[config.mk]
export PLATFORM = sky130hd
export DESIGN_NAME = pw_stream_serializer
export DESIGN_NICKNAME = d
export VERILOG_FILES = /design/src/rtl/pw_stream_serializer_pkg.sv /design/src/rtl/pw_stream_serializer.sv
export SDC_FILE = /design/constraint.sdc
export NUM_CORES = 1
export LEC_CHECK = 0
export CAP_MARGIN = 20
export CELL_PAD_IN_SITES_DETAIL_PLACEMENT = 0
export CELL_PAD_IN_SITES_GLOBAL_PLACEMENT = 1
export CORE_UTILIZATION = 41
export CTS_CLUSTER_DIAMETER = 30
export CTS_CLUSTER_SIZE = 10
export DETAILED_ROUTE_END_ITERATION = 6
export GPL_TIMING_DRIVEN = 0
export PLACE_DENSITY = 0.76
export SETUP_SLACK_MARGIN = 0.3
export SLEW_MARGIN = 20
export SYNTH_ARGS = -nofsm -noshare
export SYNTH_HDL_FRONTEND = slang
export SYNTH_SLANG_ARGS = --single-unit
[constraint.sdc]
create_clock -name clk -period 22.5 [get_ports clk]
set_input_delay 4.5 -clock clk [delete_from_list [all_inputs] [get_ports clk]]
set_output_delay 4.5 -clock clk [all_outputs]
set_load 0.01 [all_outputs]
[src/rtl/pw_stream_serializer_pkg.sv]
// rtl/pw_stream_serializer_pkg.sv - shared types for the pointwise output serializer
package pw_stream_serializer_pkg;

  typedef enum logic {
    EMPTY = 1'b0,
    SEND  = 1'b1
  } state_t;

endpackage

[src/rtl/pw_stream_serializer.sv]
// rtl/pw_stream_serializer.sv - splits one wide pixel beat into BEATS narrow stream words
module pw_stream_serializer
  import pw_stream_serializer_pkg::*;
#(
  parameter int DATA_W       = 8,
  parameter int COUT         = 64,
  parameter int OUT_W        = 64,
  parameter int FRAME_PIXELS = 224*224
) (
  input  logic                   clk,
  input  logic                   reset,
  input  logic [COUT*DATA_W-1:0] s_axis_tdata,
  input  logic                   s_axis_tvalid,
  output logic                   s_axis_tready,
  output logic [OUT_W-1:0]       m_axis_tdata,
  output logic                   m_axis_tvalid,
  input  logic                   m_axis_tready,
  output logic                   m_axis_tlast,
  output logic                   o_intr
);

  localparam int IN_W   = COUT*DATA_W;
  localparam int BEATS  = IN_W / OUT_W;
  localparam int BEAT_W = (BEATS > 1) ? $clog2(BEATS) : 1;
  localparam int PIX_W  = (FRAME_PIXELS > 1) ? $clog2(FRAME_PIXELS) : 1;
  localparam logic [BEAT_W-1:0] BEAT_LAST = BEAT_W'(BEATS - 1);
  localparam logic [PIX_W-1:0]  PIX_LAST  = PIX_W'(FRAME_PIXELS - 1);

  state_t                       state, state_next;
  logic [BEATS-1:0][OUT_W-1:0]  hold;
  logic [BEAT_W-1:0]            beat;
  logic [PIX_W-1:0]             pix;
  logic                         full, last_beat, pixel_done, frame_done, in_hs;

  assign full       = (state == SEND);
  assign last_beat  = (beat == BEAT_LAST);
  // Last word leaving frees the hold register in the same cycle, so a new pixel can load without a bubble.
  assign pixel_done = full & m_axis_tready & last_beat;
  assign frame_done = pixel_done & (pix == PIX_LAST);
  assign in_hs      = s_axis_tvalid & s_axis_tready;

  assign s_axis_tready = !full | pixel_done;
  assign m_axis_tvalid = full;
  assign m_axis_tlast  = full & last_beat & (pix == PIX_LAST);

  generate
    if (BEATS == 1) begin : g_single
      assign m_axis_tdata = hold[0];
    end else begin : g_multi
      assign m_axis_tdata = hold[beat];
    end
  endgenerate

  always_comb begin
    state_next = state;
    case (state)
      EMPTY:   if (s_axis_tvalid) state_next = SEND;
      SEND:    if (pixel_done && !s_axis_tvalid) state_next = EMPTY;
      default: state_next = EMPTY;
    endcase
  end

  always_ff @(posedge clk or posedge reset) begin
    if (reset) begin
      state  <= EMPTY;
      hold   <= '0;
      beat   <= '0;
      pix    <= '0;
      o_intr <= 1'b0;
    end else begin
      state  <= state_next;
      o_intr <= frame_done;
      if (in_hs) begin
        hold <= s_axis_tdata;
        beat <= '0;
      end else if (full && m_axis_tready) begin
        beat <= last_beat ? '0 : beat + 1'b1;
      end
      if (pixel_done) begin
        pix <= frame_done ? '0 : pix + 1'b1;
      end
    end
  end

endmodule

After elaboration in Yosys (flattened, before gate mapping)
Cells that the tools add are included.
{"block": "word_totals", "word_cells": 39, "regBits": 533, "out_inout_bits": 68, "input_bits": 516}
{"block": "op_classes", "add_sub_neg": 2, "bitwise": 8, "magnitude_cmp": 1, "mux": 9, "n_reduce_logical": 5, "eq_ne": 2}
{"cell": "$bmux 64 s3", "count": 1}
{"cell": "$mux 64", "count": 1}
{"cell": "$add 16x1->16 const B", "count": 1}
{"cell": "$eq 16x16->1 const B", "count": 1}
{"cell": "$mux 16", "count": 1}
{"cell": "$mux 3", "count": 3}
{"cell": "$and 1x1->1", "count": 6}
{"cell": "$lt 3x4->1 const B", "count": 1}
{"cell": "$add 3x1->3 const B", "count": 1}
{"cell": "$eq 3x3->1 const B", "count": 1}
{"cell": "$logic_and 1x1->1", "count": 2}
{"cell": "$logic_not 1->1", "count": 2}
{"cell": "$mux 1", "count": 2}
{"cell": "$pmux 1 s2", "count": 1}
{"cell": "$reduce_bool 2->1", "count": 1}
{"cell": "$not 1->1", "count": 1}
{"cell": "$or 1x1->1", "count": 1}

Longest topological paths before layout
Gate-level depths: netlist (run 1).
{"block": "logic_depth", "ltp_word": 5, "mapped_depth": 9, "mapped_depth_nobuf": 6}

Worst setup path after synthesis (run 1)
Ideal clock, no wire load.
{"block": "synth_timing", "path_type": "input to output", "from": "input port m_axis_tready", "to": "output port s_axis_tready", "t_arrival_ps": 4809, "slack_ps": 13191, "cell_stages": 3, "t_required_ps": 18000, "cell_sequence": "buf_4 -> nand2_1 -> nand2_1"}
{"block": "synth_via", "elab_chain_len": 3}
{"item": "start: declaration", "line_no": "pw_stream_serializer.sv:17", "source": "input logic m_axis_tready,"}
{"item": "$and 1x1->1 (2 in series)", "line_no": "pw_stream_serializer.sv:38", "source": "assign pixel_done = full & m_axis_tready & last_beat;"}
{"item": "$or 1x1->1", "line_no": "pw_stream_serializer.sv:42", "source": "assign s_axis_tready = !full | pixel_done;"}
{"item": "end: declaration", "line_no": "pw_stream_serializer.sv:14", "source": "output logic s_axis_tready,"}
Every way passes these cells.

Final worst setup path (run 1)
Same ends and word-level chain as after synthesis.

==> reports/metrics.cfg, run 1 <==
[routing]
drcViolationCount=0
first_iter_violations=607
ant_nets=0
vias_per_cell=5.29
wl_per_cell_um=26.5
vias=16000
wl_um=80100
first_pass_iters=5

[setup_path]
critPathTopFamily=buffers and inverters
setup.worst_path.end_class=output pin
crit_path_start_kind=input pin
startpoint=m_axis_tready
worstPathMaxFanout=9
worstPathArrival_ns=5.39
worstPathCellList=buf_4 > nand2_1 > nand2_1 > clkdlybuf4s50_1
worstReg2RegEnd=hold[398]
rrSetupSlack_ns=19.68
crit_required_ns=18.00
cp_slowest_stage_delay_ns=0.58
crit_buf_inv=2
r2r-start=beat[1]
crit_top_cell=nand2_1
crit_slowest_cell=clkdlybuf4s50_1
rr_worst_depth=9
crit_type=input pin to output pin

[finish]
fin_cells=3018
final_nets=2652
drive_gt1_share_pct=44.9
syn_to_final_growth_pct=48.8
fin_util_pct=62.3

[global_routing]
grt_pass1_vias=17900
track_usage_pct=27.9
antenna_found_initial=41
grt_max_degree=99
grt_overflow_total=0
grt_first_pass_wirelength_um=119000

[status]
status=finished, final reports clean

[clock_tree]
insertion_delay_ns=0.69
postCtsHoldBufs=0
post-cts-setup-buffers=0
cts.repair.resized=0
clock_tree.buffer_depth=3
htreeDepth=4
clk_pin_slew_ns=0.04
numCtsBuffers=130
root_buffer=clkbuf_16
cts_tree=done
cts_sinks=533

[power_and_ir_drop]
p_leak_nw=14.8
ir_drop_mv=0.0847
p_per_area_nw_per_um2=150

[timing]
layout_setup_ws_ns=12.61
finalCriticalPeriod_ns=9.89
worst_pin_slew_ns=1.05
setup_violations=0
finClkSkew_ns=0.0211
clock.fmax_ghz=0.101
relSlewSlack_pct=30.0
hold_viol=0
finalCritPeriodShare_pct=44.0
rsz0062_at_grt=no
drv_slew=0

[placement]
dp.cells=2757
io_buffers=582
hpwlAfterDp_um=59100
gp_routability_congestion=0.836
dp_slack_ns=12.62

[yosys]
synth-seq-cells=533
syn_avg_cell_area_um2=16.8
syn_nets=1933
yosysSeqAreaShare_pct=56.0
postSynthCellCount=1414
syn_area_um2=23800
yosysUniqueCellTypes=32
yosysWarningCount=0

[die]
fp.dieArea_um2=59000
die-width_um=243
initial_core_util_pct=41.9
coreArea_um2=56800
die_h_um=243
rows=87
ios=584

[worst_hold_path]
min_from=hold[408]
hold_path.class=register to register
whs_path_depth=1
min_to=hold[408]

[job]
drv_cap=0

-- flip-flops by register name, summed over array words and instances (netlist names) --
signal	flops
hold	512
pix	16
o_intr	1
m_axis_tvalid	1
beat	3
-- final cells by class --
type | count | area [um^2]
antenna | 24 | 60.1
clock inverter | 63 | 925
tap | 756 | 946
sequential | 533 | 13300
inverter | 2 | 15.0
buffer | 95 | 568
fill | 4284 | 21400
timing repair buffer | 587 | 5960
clock buffer | 174 | 3710
multi-input combinational | 784 | 9890
-- how the worst max path moves through the flow --
stage,end,depth (start not counted)
CTS,s_axis_tready,4
global placement,hold[328],2
floorplan,beat[0],1
finish,s_axis_tready,4
global route,s_axis_tready,4
detailed placement,s_axis_tready,4
-- power breakdown --
group          internal [mW]  switching (mW)
registers               1.42           0.240
clock network           1.38           0.587
logic                   1.06           0.622
total                   3.86            1.45
-- metal layers --
layer	up-vias	part of all wire, %	GRT usage, %
met5	-	0.28	0
met4	34	2.9	11.9
met3	170	7.1	9.35
met2	509	50	45.1
met1	8411	40	34.1
li1	6831	-	-
-- cells in the mapped netlist, drive strengths merged --
library cell | count | share of area (%)
mux2 | 576 | 27
dfrtp | 533 | 56
mux4 | 128 | 12
buf | 75 | 2.1
clkbuf | 20 | 0.32
nand2 | 12 | 0.19
nor2 | 10 | 0.16
xnor2 | 10 | 0.37
nand3 | 8 | 0.22
nand4 | 8 | 0.21
a21oi | 3 | 0.063
ha | 3 | 0.16
nand2b | 3 | 0.079
nor4 | 3 | 0.079
or3 | 3 | 0.10
xor2 | 3 | 0.11
and3 | 2 | 0.053
inv | 2 | 0.032
nor3 | 2 | 0.063
nor4bb | 2 | 0.084
o21ai | 2 | 0.042
a22o | 1 | 0.037
and2 | 1 | 0.026
and4 | 1 | 0.037
mux2i | 1 | 0.042
o31ai | 1 | 0.032
or4 | 1 | 0.032
-- kinds of logic after synthesis --
family / Yosys count / synth area share (%)
and+or+nand+nor: 56 / 1.33
adders and majority gates: 3 / 0.158
muxes: 705 / 39.4
DFF: 533 / 56.0
buffers and inverters: 97 / 2.42
AOI/OAI and AO/OA: 7 / 0.173
xor gates and xnor gates: 13 / 0.478
-- layout by cell type (no fill, tap or decap), types with 12 or more instances in the layout --
cell type        instances
buf_2                   25
buf_4                   48
bufinv_16               20
clkbuf_1                39
clkbuf_16              134
clkbuf_8                21
clkdlybuf4s50_1        582
clkinv_2                22
dfrtp_1                533
diode_2                 24
mux2_2                 576
mux4_2                 128
nand2_1                 12
-- through the flow --
step	area [um^2]	hold slack [ns]	power (mW)	setup TNS (ns)
global route	35400	0.508	5.56	0
floorplan	23800	0.475	2.67	0
CTS	35400	0.500	5.36	0
global placement	30600	0.484	3.31	-1853.25
finish	35400	0.496	5.31	0
detailed placement	30700	0.491	3.36	0
Note: power is estimated with default switching activity, not from simulation.
==> inputs of run 2 (changes only) <==
==> constraint.sdc (replaced) <==
create_clock -name clk -period 9.4 [get_ports clk]
set_input_delay 1.88 -clock clk [delete_from_list [all_inputs] [get_ports clk]]
set_output_delay 1.88 -clock clk [all_outputs]
set_load 0.01 [all_outputs]
==> run 2 against run 1 <==
  * Die area is the same
  * Cell count rose by 0.33%
  * Combinational power rose by 140%
  * Critical path depth increased by 1
  * Sequential share of layout area decreased by 0.19 points
  * Critical path type is now register to output pin
==> reports/metrics.cfg, run 2 (synthesized netlist as in run 1, its figures left out) <==
[finish]
top_regs=hold: 512 flops, pix: 16 flops, beat: 3 flops
syn_to_final_growth_pct=49.6
final_cell_mix=clkdlybuf4s50_1, mux2_2, dfrtp_1
regMostFlops=hold
largest_reg_flops=512
drive_gt1_share_pct=45.5
mostFrequentLayoutCell=clkdlybuf4s50_1
final_nets=2666

[die]
ios=584
rows=87
fp.dieArea_um2=59000
coreArea_um2=56800
die-width_um=243
die_h_um=243
initial_core_util_pct=41.9

[timing]
hold_viol=0
finalCriticalPeriod_ns=5.73
relSlewSlack_pct=29.4
finClkSkew_ns=0.0179
worst_pin_slew_ns=1.06
finalCritPeriodShare_pct=60.9
drv_slew=0
clock.fmax_ghz=0.175
layout_setup_ws_ns=3.67
rsz0062_at_grt=no
setup_violations=0
fin_setup_tns_ns=0

[power_and_ir_drop]
p_per_area_nw_per_um2=355
power.share.sequential_pct=31.3
p_clk_share_pct=36.5
p_int_mw=9.15
p_leak_nw=14.9
comb_power_share_pct=32.2
swShare_pct=27.6
ir_drop_mv=0.185
power.switching_mw=3.49

[setup_path]
crit_type=register to output pin
crit_required_ns=7.52
worstPathArrival_ns=3.85
worstReg2RegEnd=hold[391]
rr_worst_depth=9
worstPathMaxFanout=10
rrSetupSlack_ns=6.53
r2r-start=beat[1]
crit_path_end=m_axis_tdata[22]
crit_path_start_kind=register
setup.worst_path.end_class=output pin
startpoint=beat[1]

[status]
status=finished, final reports clean

[global_routing]
grt_max_degree=36
grt_first_pass_wirelength_um=120000
track_usage_pct=28.0
grt_overflow_total=0
antenna_found_initial=33
grt_pass1_vias=17900

[clock_tree]
htreeDepth=4
insertion_delay_ns=0.70
postCtsHoldBufs=0
cts.repair.resized=0
root_buffer=clkbuf_16
clk_pin_slew_ns=0.04
numCtsBuffers=130
clock_tree.buffer_depth=3
cts_sinks=533
cts_tree=done
post-cts-setup-buffers=0

[routing]
vias=16100
first_iter_violations=600
wl_per_cell_um=26.7
drcViolationCount=0
ant_nets=0
vias_per_cell=5.33
first_pass_iters=4
wl_um=80800

[worst_hold_path]
hold_path.class=register to register

[job]
drv_cap=0

[placement]
dp_slack_ns=4.32
gp_routability_congestion=0.859
hpwlAfterDp_um=60000
io_buffers=582

## run 2: metrics by stage
step | cells | util, % | cell area, um^2 | hold WS, ns | power [mW]
6_report | 3028 | 62.7 | 35600 | 0.497 | 12.6
3_3_place_gp | 2752 | 53.8 | 30600 | 0.483 | 7.93
3_5_place_dp | 2771 | 54.5 | 31000 | 0.491 | 8.06
4_1_cts | 3009 | 62.6 | 35600 | 0.500 | 12.7
2_1_floorplan | 1414 | - | 23800 | 0.475 | 6.39
5_1_grt | 3024 | 62.6 | 35600 | 0.507 | 13.2
## run 2: worst min-delay path by stage
stage	slack (ns)	end	startpoint	cells after the start
2_1_floorplan	0.48	hold[128]	hold[128]	1
3_3_place_gp	0.48	hold[402]	hold[402]	1
3_5_place_dp	0.49	hold[223]	hold[223]	1
4_1_cts	0.50	hold[411]	hold[411]	1
5_1_grt	0.51	hold[72]	hold[72]	1
6_report	0.50	hold[398]	hold[398]	1
## run 2: power groups by stage
stage | Combinational, mW | Clock [mW] | Sequential [mW]
final | 4.07 | 4.62 | 3.96
after global routing | 4.31 | 4.80 | 4.10
after CTS | 4.12 | 4.67 | 3.96
after detailed placement | 4.09 | 0 | 3.98
after global placement | 4.00 | 0 | 3.93
after floorplan | 2.61 | 0 | 3.77
## run 2: metal layers
layer,track usage (%),wire length [um],share of wire (%)
met4,11.4,1960,2.4
met1,34.7,32600,40
met2,46.1,41000,51
met5,0,171,0.21
met3,7.91,5020,6.2
## run 2: cell type report
cell class              count  area [um^2]
clock inverters            67          847
repair buffers            601         6240
inverters                   2         11.3
plain buffers              95          568
well taps                 756          946
flip-flops and latches    533        13300
diodes                     19         47.5
fillers                  4288        21200
clock buffers             171         3710
multi-input cells         784         9890
## run 2: worst max-delay path, cell delays in order, from the launching register on
cell and delay (ns):
dfrtp_1 0.40, clkbuf_1 0.71, clkbuf_1 0.75, mux4_2 0.44
mux2_2 0.29, clkdlybuf4s50_1 0.55
